--- src/rtl/lpce_pkg.sv ---
// lpce_pkg: shared state encoding, sync defaults and CRC-8 constants
// for the LPCE serial receive path.
package lpce_pkg;

    typedef enum logic [1:0] {
        ST_HUNT = 2'd0,
        ST_MARK = 2'd1,
        ST_DATA = 2'd2,
        ST_CRC  = 2'd3
    } lpce_state_e;

    localparam int         LPCE_SYNC_W    = 10;
    localparam logic [9:0] LPCE_SYNC_HEAD = 10'b1010101010;
    localparam logic [7:0] LPCE_CRC8_POLY = 8'h07;
    localparam logic [7:0] LPCE_CRC8_INIT = 8'h00;

    // One MSB-first bit of CRC-8 division.
    function automatic logic [7:0] lpce_crc8_step(
        input logic [7:0] crc,
        input logic       b
    );
        return {crc[6:0], 1'b0} ^ ((crc[7] ^ b) ? LPCE_CRC8_POLY : 8'h00);
    endfunction

endpackage

--- src/rtl/lpce_crc8.sv ---
// lpce_crc8: serial CRC-8 accumulator, one data bit per enabled cycle,
// synchronous clear back to the init value.
module lpce_crc8
    import lpce_pkg::*;
(
    input  logic       clk_i,
    input  logic       rst_n_i,
    input  logic       clr_i,
    input  logic       en_i,
    input  logic       bit_i,
    output logic [7:0] crc_o
);

    logic [7:0] crc_q, crc_d;

    always_comb begin
        crc_d = crc_q;
        if (clr_i) begin
            crc_d = LPCE_CRC8_INIT;
        end else if (en_i) begin
            crc_d = lpce_crc8_step(crc_q, bit_i);
        end
    end

    always_ff @(posedge clk_i) begin
        if (!rst_n_i) begin
            crc_q <= LPCE_CRC8_INIT;
        end else begin
            crc_q <= crc_d;
        end
    end

    assign crc_o = crc_q;

endmodule

--- src/rtl/lpce_rx_deframer.sv ---
// lpce_rx_deframer: sync hunt, marker-checked byte slots, single-entry
// valid/ready output register. LPCE_RX_CRC8_EN adds a trailing CRC-8 slot.
module lpce_rx_deframer
    import lpce_pkg::*;
#(
    parameter int                NBYTES    = 16,
    parameter int                SYNC_W    = LPCE_SYNC_W,
    parameter logic [SYNC_W-1:0] SYNC_HEAD = SYNC_W'(LPCE_SYNC_HEAD),
    parameter logic              MARK_VAL  = 1'b0
) (
    input  logic                LPCE_CLKi,
    input  logic                LPCE_RSTn,
    input  logic                LPCE_DATi,
    output logic                SYNC,
    output logic [NBYTES*8-1:0] OUT_DATA,
    output logic                OUT_VALID,
    input  logic                OUT_READY,
    output logic                FRAME_ERR,
    output logic                DROP,
    output logic [15:0]         FRAME_CNT
);

    localparam int PW  = NBYTES * 8;
    localparam int BCW = $clog2(NBYTES + 1);
    localparam logic [BCW-1:0] LAST_BYTE = BCW'(NBYTES - 1);
`ifdef LPCE_RX_CRC8_EN
    localparam int SHW = PW;
    localparam logic [BCW-1:0] CRC_SLOT = BCW'(NBYTES);
`else
    // Last payload bit goes straight from the line into the output.
    localparam int SHW = PW - 1;
`endif

    lpce_state_e       state_q, state_d;
    logic [SYNC_W-1:0] shreg_q, shreg_d;
    logic [2:0]        bit_q, bit_d;
    logic [BCW-1:0]    byte_q, byte_d;
    logic [SHW-1:0]    pay_q, pay_d;
    logic [PW-1:0]     data_q, data_d;
    logic              valid_q, valid_d;
    logic              err_q, err_d;
    logic              drop_q, drop_d;
    logic [15:0]       cnt_q, cnt_d;

    logic              sync_hit;
    logic              mark_bad;
    logic              byte_end;
    logic              last_byte;
    logic              frame_done;
    logic              frame_bad;
    logic [PW-1:0]     frame_pay;

    assign sync_hit  = (state_q == ST_HUNT) &&
                       ({shreg_q[SYNC_W-2:0], LPCE_DATi} == SYNC_HEAD);
    assign mark_bad  = (state_q == ST_MARK) && (LPCE_DATi != MARK_VAL);
    assign byte_end  = (bit_q == 3'd7);
    assign last_byte = (byte_q == LAST_BYTE);

`ifdef LPCE_RX_CRC8_EN
    logic [7:0] crc;
    logic [6:0] rcrc_q, rcrc_d;
    logic       crc_end;
    logic       crc_hit;

    lpce_crc8 u_crc (
        .clk_i   (LPCE_CLKi),
        .rst_n_i (LPCE_RSTn),
        .clr_i   (state_q == ST_HUNT),
        .en_i    (state_q == ST_DATA),
        .bit_i   (LPCE_DATi),
        .crc_o   (crc)
    );

    assign rcrc_d     = (state_q == ST_CRC) ? {rcrc_q[5:0], LPCE_DATi} : rcrc_q;
    assign crc_end    = (state_q == ST_CRC) && byte_end;
    assign crc_hit    = ({rcrc_q, LPCE_DATi} == crc);
    assign frame_done = crc_end && crc_hit;
    assign frame_bad  = crc_end && !crc_hit;
    assign frame_pay  = pay_q;

    always_ff @(posedge LPCE_CLKi) begin
        if (!LPCE_RSTn) begin
            rcrc_q <= '0;
        end else begin
            rcrc_q <= rcrc_d;
        end
    end
`else
    assign frame_done = (state_q == ST_DATA) && byte_end && last_byte;
    assign frame_bad  = 1'b0;
    assign frame_pay  = {pay_q, LPCE_DATi};
`endif

    always_ff @(posedge LPCE_CLKi) begin
        if (!LPCE_RSTn) begin
            state_q <= ST_HUNT;
        end else begin
            state_q <= state_d;
        end
    end

    always_comb begin
        state_d = state_q;
        unique case (state_q)
            ST_HUNT: if (sync_hit) state_d = ST_MARK;
            ST_MARK: begin
                if (mark_bad) state_d = ST_HUNT;
`ifdef LPCE_RX_CRC8_EN
                else if (byte_q == CRC_SLOT) state_d = ST_CRC;
`endif
                else state_d = ST_DATA;
            end
            ST_DATA: begin
                if (byte_end) begin
`ifdef LPCE_RX_CRC8_EN
                    state_d = ST_MARK;
`else
                    state_d = last_byte ? ST_HUNT : ST_MARK;
`endif
                end
            end
`ifdef LPCE_RX_CRC8_EN
            ST_CRC: if (byte_end) state_d = ST_HUNT;
`endif
            default: state_d = ST_HUNT;
        endcase
    end

    always_comb begin
        shreg_d = '0;
        bit_d   = bit_q;
        byte_d  = byte_q;
        pay_d   = pay_q;
        data_d  = data_q;
        valid_d = valid_q;
        err_d   = mark_bad || frame_bad;
        drop_d  = 1'b0;
        cnt_d   = cnt_q;
        if ((state_q == ST_HUNT) && !sync_hit) begin
            shreg_d = {shreg_q[SYNC_W-2:0], LPCE_DATi};
        end
        if (state_q == ST_DATA) begin
            pay_d = {pay_q[SHW-2:0], LPCE_DATi};
            bit_d = bit_q + 3'd1;
            if (byte_end) byte_d = byte_q + 1'b1;
        end
        if (state_q == ST_CRC) bit_d = bit_q + 3'd1;
        if (state_d == ST_HUNT) begin
            bit_d  = '0;
            byte_d = '0;
        end
        if (valid_q && OUT_READY) valid_d = 1'b0;
        // A held, unaccepted frame wins over a newly completed one.
        if (frame_done) begin
            if (valid_q && !OUT_READY) begin
                drop_d = 1'b1;
            end else begin
                data_d  = frame_pay;
                valid_d = 1'b1;
                cnt_d   = cnt_q + 16'd1;
            end
        end
    end

    always_ff @(posedge LPCE_CLKi) begin
        if (!LPCE_RSTn) begin
            shreg_q <= '0;
            bit_q   <= '0;
            byte_q  <= '0;
            pay_q   <= '0;
            data_q  <= '0;
            valid_q <= 1'b0;
            err_q   <= 1'b0;
            drop_q  <= 1'b0;
            cnt_q   <= '0;
        end else begin
            shreg_q <= shreg_d;
            bit_q   <= bit_d;
            byte_q  <= byte_d;
            pay_q   <= pay_d;
            data_q  <= data_d;
            valid_q <= valid_d;
            err_q   <= err_d;
            drop_q  <= drop_d;
            cnt_q   <= cnt_d;
        end
    end

    assign SYNC      = (state_q != ST_HUNT);
    assign OUT_DATA  = data_q;
    assign OUT_VALID = valid_q;
    assign FRAME_ERR = err_q;
    assign DROP      = drop_q;
    assign FRAME_CNT = cnt_q;

endmodule

--- config.mk ---
export PLATFORM = sky130hd
export DESIGN_NAME = lpce_rx_deframer
export DESIGN_NICKNAME = d
export VERILOG_FILES = /design/src/rtl/lpce_pkg.sv /design/src/rtl/lpce_crc8.sv /design/src/rtl/lpce_rx_deframer.sv
export SDC_FILE = /design/constraint.sdc
export NUM_CORES = 1
export LEC_CHECK = 0
export BUFFER_PORTS_ARGS = -buffer_cell sky130_fd_sc_hd__buf_2
export CAP_MARGIN = 20
export CORE_MARGIN = 2
export CORE_UTILIZATION = 56
export DETAILED_ROUTE_END_ITERATION = 12
export GPL_TIMING_DRIVEN = 0
export PLACE_DENSITY_LB_ADDON = 0.05
export RECOVER_POWER = 100
export SLEW_MARGIN = 20
export SYNTH_ARGS = -nofsm -noshare
export SYNTH_HDL_FRONTEND = slang
export SYNTH_HIERARCHICAL = 1
export SYNTH_SLANG_ARGS = --single-unit
--- constraint.sdc ---
create_clock -name LPCE_CLKi -period 2.8 [get_ports LPCE_CLKi]
set_clock_uncertainty 0.1 [all_clocks]
set_input_delay 0.14 -clock LPCE_CLKi [delete_from_list [all_inputs] [get_ports LPCE_CLKi]]
set_output_delay 0.14 -clock LPCE_CLKi [all_outputs]
set_load 0.005 [all_outputs]
==> results of run 1 <==
-- synthesized netlist by cell type (4+ instances only) --
library cell / number / area share (%)
nand3_1: 4 / 0.20
xor2_1: 4 / 0.34
o31ai_1: 6 / 0.44
nor2_1: 14 / 0.51
buf_1: 5 / 0.18
or4_1: 6 / 0.44
and3_1: 4 / 0.24
dfxtp_1: 293 / 57
ha_1: 5 / 0.61
and2_1: 9 / 0.55
buf_2: 25 / 1.2
a21oi_1: 267 / 13
clkbuf_1: 60 / 2.2
mux2i_1: 4 / 0.39
nand2_1: 519 / 19
or3_1: 4 / 0.24
nand4_1: 4 / 0.24
xnor2_1: 5 / 0.43
-- through the flow --
step	worst slack (ps)	area, um2	hold WS [ps]	total power (uW)	instances
2_1_floorplan	487	10200	162	4320	1271
6_report	238	12400	349	8770	1710
5_1_grt	23.8	12400	369	9010	1710
4_1_cts	75.4	12500	332	8850	1710
3_5_place_dp	105	11300	339	4350	1651
3_3_place_gp	154	11300	332	4350	1651
-- path summary, 6_finish.rpt --
path / slack, ps / to / depth (start not counted) / startpoint
setup / recovery: 240 / OUT_DATA[78]$_SDFFE_PN0P_ / 9 / bit_q[0]$_SDFFE_PP0P_
hold / removal: 350 / OUT_DATA[57]$_SDFFE_PN0P_ / 2 / OUT_DATA[57]$_SDFFE_PN0P_
setup reg to reg: 240 / OUT_DATA[78]$_SDFFE_PN0P_ / 9 / bit_q[0]$_SDFFE_PP0P_
hold reg to reg: 350 / OUT_DATA[57]$_SDFFE_PN0P_ / 2 / OUT_DATA[57]$_SDFFE_PN0P_
-- cells by family (layout without fill, tap and decap cells) --
logic type | count (synthesis) | after routing | share of synthesized area (%)
buffers and inverters | 96 | 306 | 3.93
flip-flops | 293 | 293 | 57.3
AND/OR/NAND/NOR | 585 | 585 | 23.2
adder cells (fa/ha/maj) | 5 | 5 | 0.611
XOR/XNOR | 9 | 9 | 0.770
AO/OA/AOI/OAI | 279 | 279 | 13.9
multiplexers | 4 | 4 | 0.391
-- registers in the layout, summed over array words and instances (netlist names) --
name,flops
OUT_DATA,128
pay_q,127
FRAME_CNT,16
shreg_q,9
byte_q,5
bit_q,3
state_q,2
DROP,1
FRAME_ERR,1
OUT_VALID,1
-- worst reg2reg max path, stage by stage (launching register included) --
cell and delay (ps):
dfxtp_1 350, ha_1 150, ha_1 220, and3b_1 190, clkbuf_1 390, nand3_1 200
clkbuf_2 350, clkbuf_2 300, nand2_1 110, a21oi_1 70
-- layer usage --
metal	vias to the layer above	global-route usage, %	part of all wire (%)	wire length [um]
met5	-	0	0	0
met4	0	6.80	2.0	454
met3	32	4.71	4.8	1100
met2	183	37.5	47	10600
met1	3958	31.0	47	10600
li1	4505	-	-	-
-- repair_timing --
action / 4_1_cts / 5_1_grt
endpoints found under the setup margin: 0 / 109
gates resized for setup: 0 / 5
hold buffers: 3 / 0
hold endpoints to repair: 9 / 0
setup buffers: 0 / 0
-- where the power goes --
part / switching [uW] / internal [uW]
logic: 77.0 / 16.1
registers: 0.973 / 4170
clock network: 1620 / 2880
total: 1700 / 7070
-- layout make-up --
class / count / area [um2]
Timing Repair Buffer: 154 / 703
Multi-Input combinational cell: 882 / 3970
Buffer: 92 / 384
Clock inverter: 19 / 307
Fill cell: 1533 / 5580
Tap cell: 229 / 287
Sequential cell: 293 / 5870
Clock buffer: 37 / 848
Inverter: 4 / 15.0
==> metrics.txt, run 1 <==
status=completed; Hold Crit Class=reg -> reg; Max Cap Violations=0; period utilization=91.5%; Pleak=~0.0044 uW; Avg Inst Size Synth=a little over 8 um2; largest net degree at the start of global routing=15; IO Count=152; Core ar.=18000 um2; clock net sink count=293; Mapped Nets=1280; routability congestion estimate=0.781; f_max=approximately 0.39 GHz; Ys Warns=6; RSZ-0062 raised after global routing=false; Sum Neg Setup Slack=0 ps; vias in the first global route=7955; Finished Core Util=68.9%; commonest non-fill, non-tap cells in the layout=nand2_1, dfxtp_1, a21oi_1, clkbuf_1, buf_2; layout net count=1466; CTS clk-pin slew, worst paths=60 ps; Die W=139 um; Detailed Routing Iterations Pass 1=5; routed via count=8678; delay-heaviest family, CP=buffers and inverters; antenna violations before repair=0; drt via density=slightly above 5; final hold vios=0; post-route ant nets=0; fraction of layout instances using a drive strength above 1=a little under an eighth; DRT Wirelength=22800 um; drt wl/cell=13.3 um; Synth Register Bits=293; clock root buffer=clkbuf_16; max incr delay on CP=390 ps; Final min period=2560 ps; Most used DFF post-synth=dfxtp_1; CTS Buf Count=30; Die ar.=19400 um2; first-pass GRT wire length=37800 um; Max clock buf depth=3; GRT Total Usage=about 23%; Seq/Total Area, Yosys=57.3%; DP Wirelength=between 15000 and 20000 um; Area growth syn-to-layout=20.9%; critical path required time=3100 ps; row count=49; Initial Util=57.0%; pins over their slew limit=0; Max IR drop VDD=626 uV; Netlist cell types=38; CP max stage cell=clkbuf_1; antenna cell count=0; crit-path max FO=10; initial DRC count=420; die height=139 um; Clk Latency, worst-skew pair=540 ps; Post-route DRC=0; Mapped Cells=1271; PD cells=708 nW/um2; H-tree depth=1; most common cell after layout, fill and taps aside=nand2_1; grt ovf=0; crit path kind=reg -> reg; CTS tree=done; ys async rst share=0%; Worst EP arrival=2860 ps; number of synthesized flops with an enable pin=0; crit start category=flop; Setup crit end kind=flop; synthesized area=approximately 10000 um2; Bufs and invs on worst path=3; Final setup viols=0; I/O Buffers=151; Critical Path, Cell by Cell=ha_1 -> ha_1 -> and3b_1 -> clkbuf_1 -> nand3_1 -> clkbuf_2 -> clkbuf_2 -> nand2_1 -> a21oi_1; worst-margin pin slew=slightly above 900 ps; Slew headroom=38.2%
(Power assumes the default switching activity.)
==> run 2, diff against run 1 <==
--- a/config.mk
+++ b/config.mk
@@ -5,6 +5,7 @@
 export SDC_FILE = /design/constraint.sdc
 export NUM_CORES = 1
 export LEC_CHECK = 0
+export ABC_AREA = 1
 export BUFFER_PORTS_ARGS = -buffer_cell sky130_fd_sc_hd__buf_2
 export CAP_MARGIN = 20
 export CORE_MARGIN = 2
==> constraint.sdc (replaced) <==
create_clock -name LPCE_CLKi -period 2.41 [get_ports LPCE_CLKi]
set_clock_uncertainty 0.1 [all_clocks]
set_input_delay 0.1205 -clock LPCE_CLKi [delete_from_list [all_inputs] [get_ports LPCE_CLKi]]
set_output_delay 0.1205 -clock LPCE_CLKi [all_outputs]
set_load 0.005 [all_outputs]
==> metrics.txt, run 2 <==
delay-heaviest family, CP=buffers and inverters; Final setup viols=0; Worst EP arrival=2570 ps; Ys Warns=6; post-synth top area share=56.3%; number of synthesized flops with an enable pin=0; GR Util met3=4.55%; Initial Util=57.6%; Detailed Routing Iterations Pass 1=6; status=completed; Post-route DRC=0; FILL cells=between 1500 and 2000; Sum Neg Setup Slack=0 ps; antenna cell count=0; Hold Slack=between 30 and 40 ps; clock net sink count=293; most used routing layer=met2; Die ar.=19700 um2; post-synthesis cell type with the largest combined area=dfxtp_1; crit path kind=reg -> reg; Avg Inst Size Synth=7.81 um2; Bufs and invs on worst path=3; Setup Fix Bufs, Post-CTS=0; Slew headroom=41.7%; drt wl/cell=13.5 um; crit start category=flop; GRT Total Usage=about a quarter; vias in the first global route=8339; Max IR drop VDD=592 uV; die height=140 um; Synth Register Bits=293; fraction of layout instances using a drive strength above 1=between 10% and 20%; most common cell after layout, fill and taps aside=nor2_1; CP max stage cell=dfxtp_1; Core ar.=between 15000 and 20000 um2; Finished Core Util=68.1%; Max Cap Violations=0; Pleak=0.00551 uW; H-tree depth=1; IO Count=152; row count=~50; Netlist cell types=30; ys async rst share=0%; critical path required time=2730 ps; met2 Track Usage GR=just under 40%; post-route ant nets=0; period utilization=93.6%; crit-path max FO=10; Clk Latency, worst-skew pair=530 ps; first-pass GRT wire length=39800 um; Max clock buf depth=3; synth cell count leaders=nor2_1, dfxtp_1, o21ai_0; synthesized area=10400 um2; reg2reg setup slack=150 ps; Die W=140 um; routability congestion estimate=0.802; final hold vios=0; clock root buffer=clkbuf_16; Final min period=2260 ps; Area after DPL=11400 um2; DRT Wirelength=24000 um; drt via density=5.08; PD cells=771 nW/um2; RSZ-0062 raised after global routing=false; I/O Buffers=150; CTS tree=done; Seq/Total Area, Yosys=56.3%; CTS Buf Count=29; worst-margin pin slew=~870 ps; Mapped Nets=1343; antenna violations before repair=0; pins over their slew limit=0; Setup crit end kind=flop; max incr delay on CP=350 ps; Post-Layout Inst Area=between 10000 and 15000 um2; most common cell in the synthesized netlist=nor2_1; Most used DFF post-synth=dfxtp_1; layout net count=1526; Hold Crit Class=in -> reg; Mapped Cells=1334; Area growth syn-to-layout=18.3%; CTS clk-pin slew, worst paths=~60 ps; commonest non-fill, non-tap cells in the layout=nor2_1, dfxtp_1, o21ai_0, clkbuf_1, buf_2; Critical Path, Cell by Cell=ha_1 -> ha_1 -> inv_1 -> nor2_8 -> nand3_1 -> buf_2 -> clkbuf_2 -> nor2_1 -> nor2_1; DP Wirelength=16000 um; largest net degree at the start of global routing=15; routed via count=around 9000; grt ovf=0; max FFs per register=~130; global-route track usage on met1=32.4%; Synth area leaders=dfxtp_1, nor2_1, o21ai_0; f_max=0.443 GHz; initial DRC count=455
-- run 2: cell count changes in the layout (fill, tap and decap cells not counted), sizes merged, moves of 5 or more --
cell,before,now
or4,6,0
bufinv,8,2
nand2,519,44
clkbuf,176,187
a21oi,267,11
nor2,14,553
inv,3,39
and3,5,0
and2,9,0
o31ai,6,1
o21ai,3,264
nand3,4,11
buf,104,95
-- run 2: final cells by class --
cell class	count	area (um2)	area share, %
buffer	88	414	3.36
clock buffer	44	862	7.00
clock inverter	9	103	0.833
inverter	41	154	1.25
multi-input combinational	912	3960	32.1
sequential	293	5870	47.6
tap	229	287	2.33
timing repair buffer	152	677	5.49
-- run 2: layer usage --
| metal | wire length, um | vias up |
|---|---|---|
| met4 | 680 | 0 |
| met1 | 11200 | 4092 |
| met2 | 10700 | 201 |
| met3 | 1330 | 50 |
| li1 | - | 4630 |
| met5 | 0 | - |
-- run 2: worst reg2reg max path, stage by stage, from the launching register on --
cell	delay, ps
dfxtp_1	350
ha_1	160
ha_1	230
inv_1	140
nor2_8	170
nand3_1	180
buf_2	300
clkbuf_2	240
nor2_1	200
nor2_1	70
-- run 2: timing repair --
action                                 CTS  global route
setup endpoints to repair                0            14
hold buffers                             2             0
endpoints found under the hold margin    7             0
gates resized for setup                  0             6
-- run 2: final timing paths --
kind,endpoint,cells past startpoint,startpoint
worst min-delay path,FRAME_CNT[4]$_SDFFE_PN0P_,4,LPCE_RSTn
worst max-delay path,OUT_DATA[80]$_SDFFE_PN0P_,9,bit_q[0]$_SDFFE_PP0P_
worst min register to register,shreg_q[5]$_SDFF_PN0_,2,shreg_q[4]$_SDFF_PN0_
worst max register to register,OUT_DATA[80]$_SDFFE_PN0P_,9,bit_q[0]$_SDFFE_PP0P_
-- run 2: kinds of logic (layout without fill, tap and decap cells) --
kind of cell | after synthesis | after routing | share of synthesized area, %
buf+inv | 129 | 334 | 5.52
flops | 293 | 293 | 56.3
fa+ha+maj | 5 | 5 | 0.601
compound gates | 276 | 276 | 13.3
xor+xnor | 6 | 6 | 0.505
simple gates | 623 | 623 | 23.6
mux | 2 | 2 | 0.192
-- run 2: power by group --
group	switching, uW	internal (uW)
Clock	1840	2670
Combinational	106	42.8
Sequential	1.25	4840
-- run 2: per-stage QoR --
stage | setup WS (ps) | power [uW] | std cells
3_5_place_dp | 207 | 5100 | 1713
3_3_place_gp | 289 | 5100 | 1713
6_report | 154 | 9500 | 1768
4_1_cts | 169 | 9580 | 1768
5_1_grt | 5.73 | 9790 | 1768
2_1_floorplan | 600 | 5060 | 1334
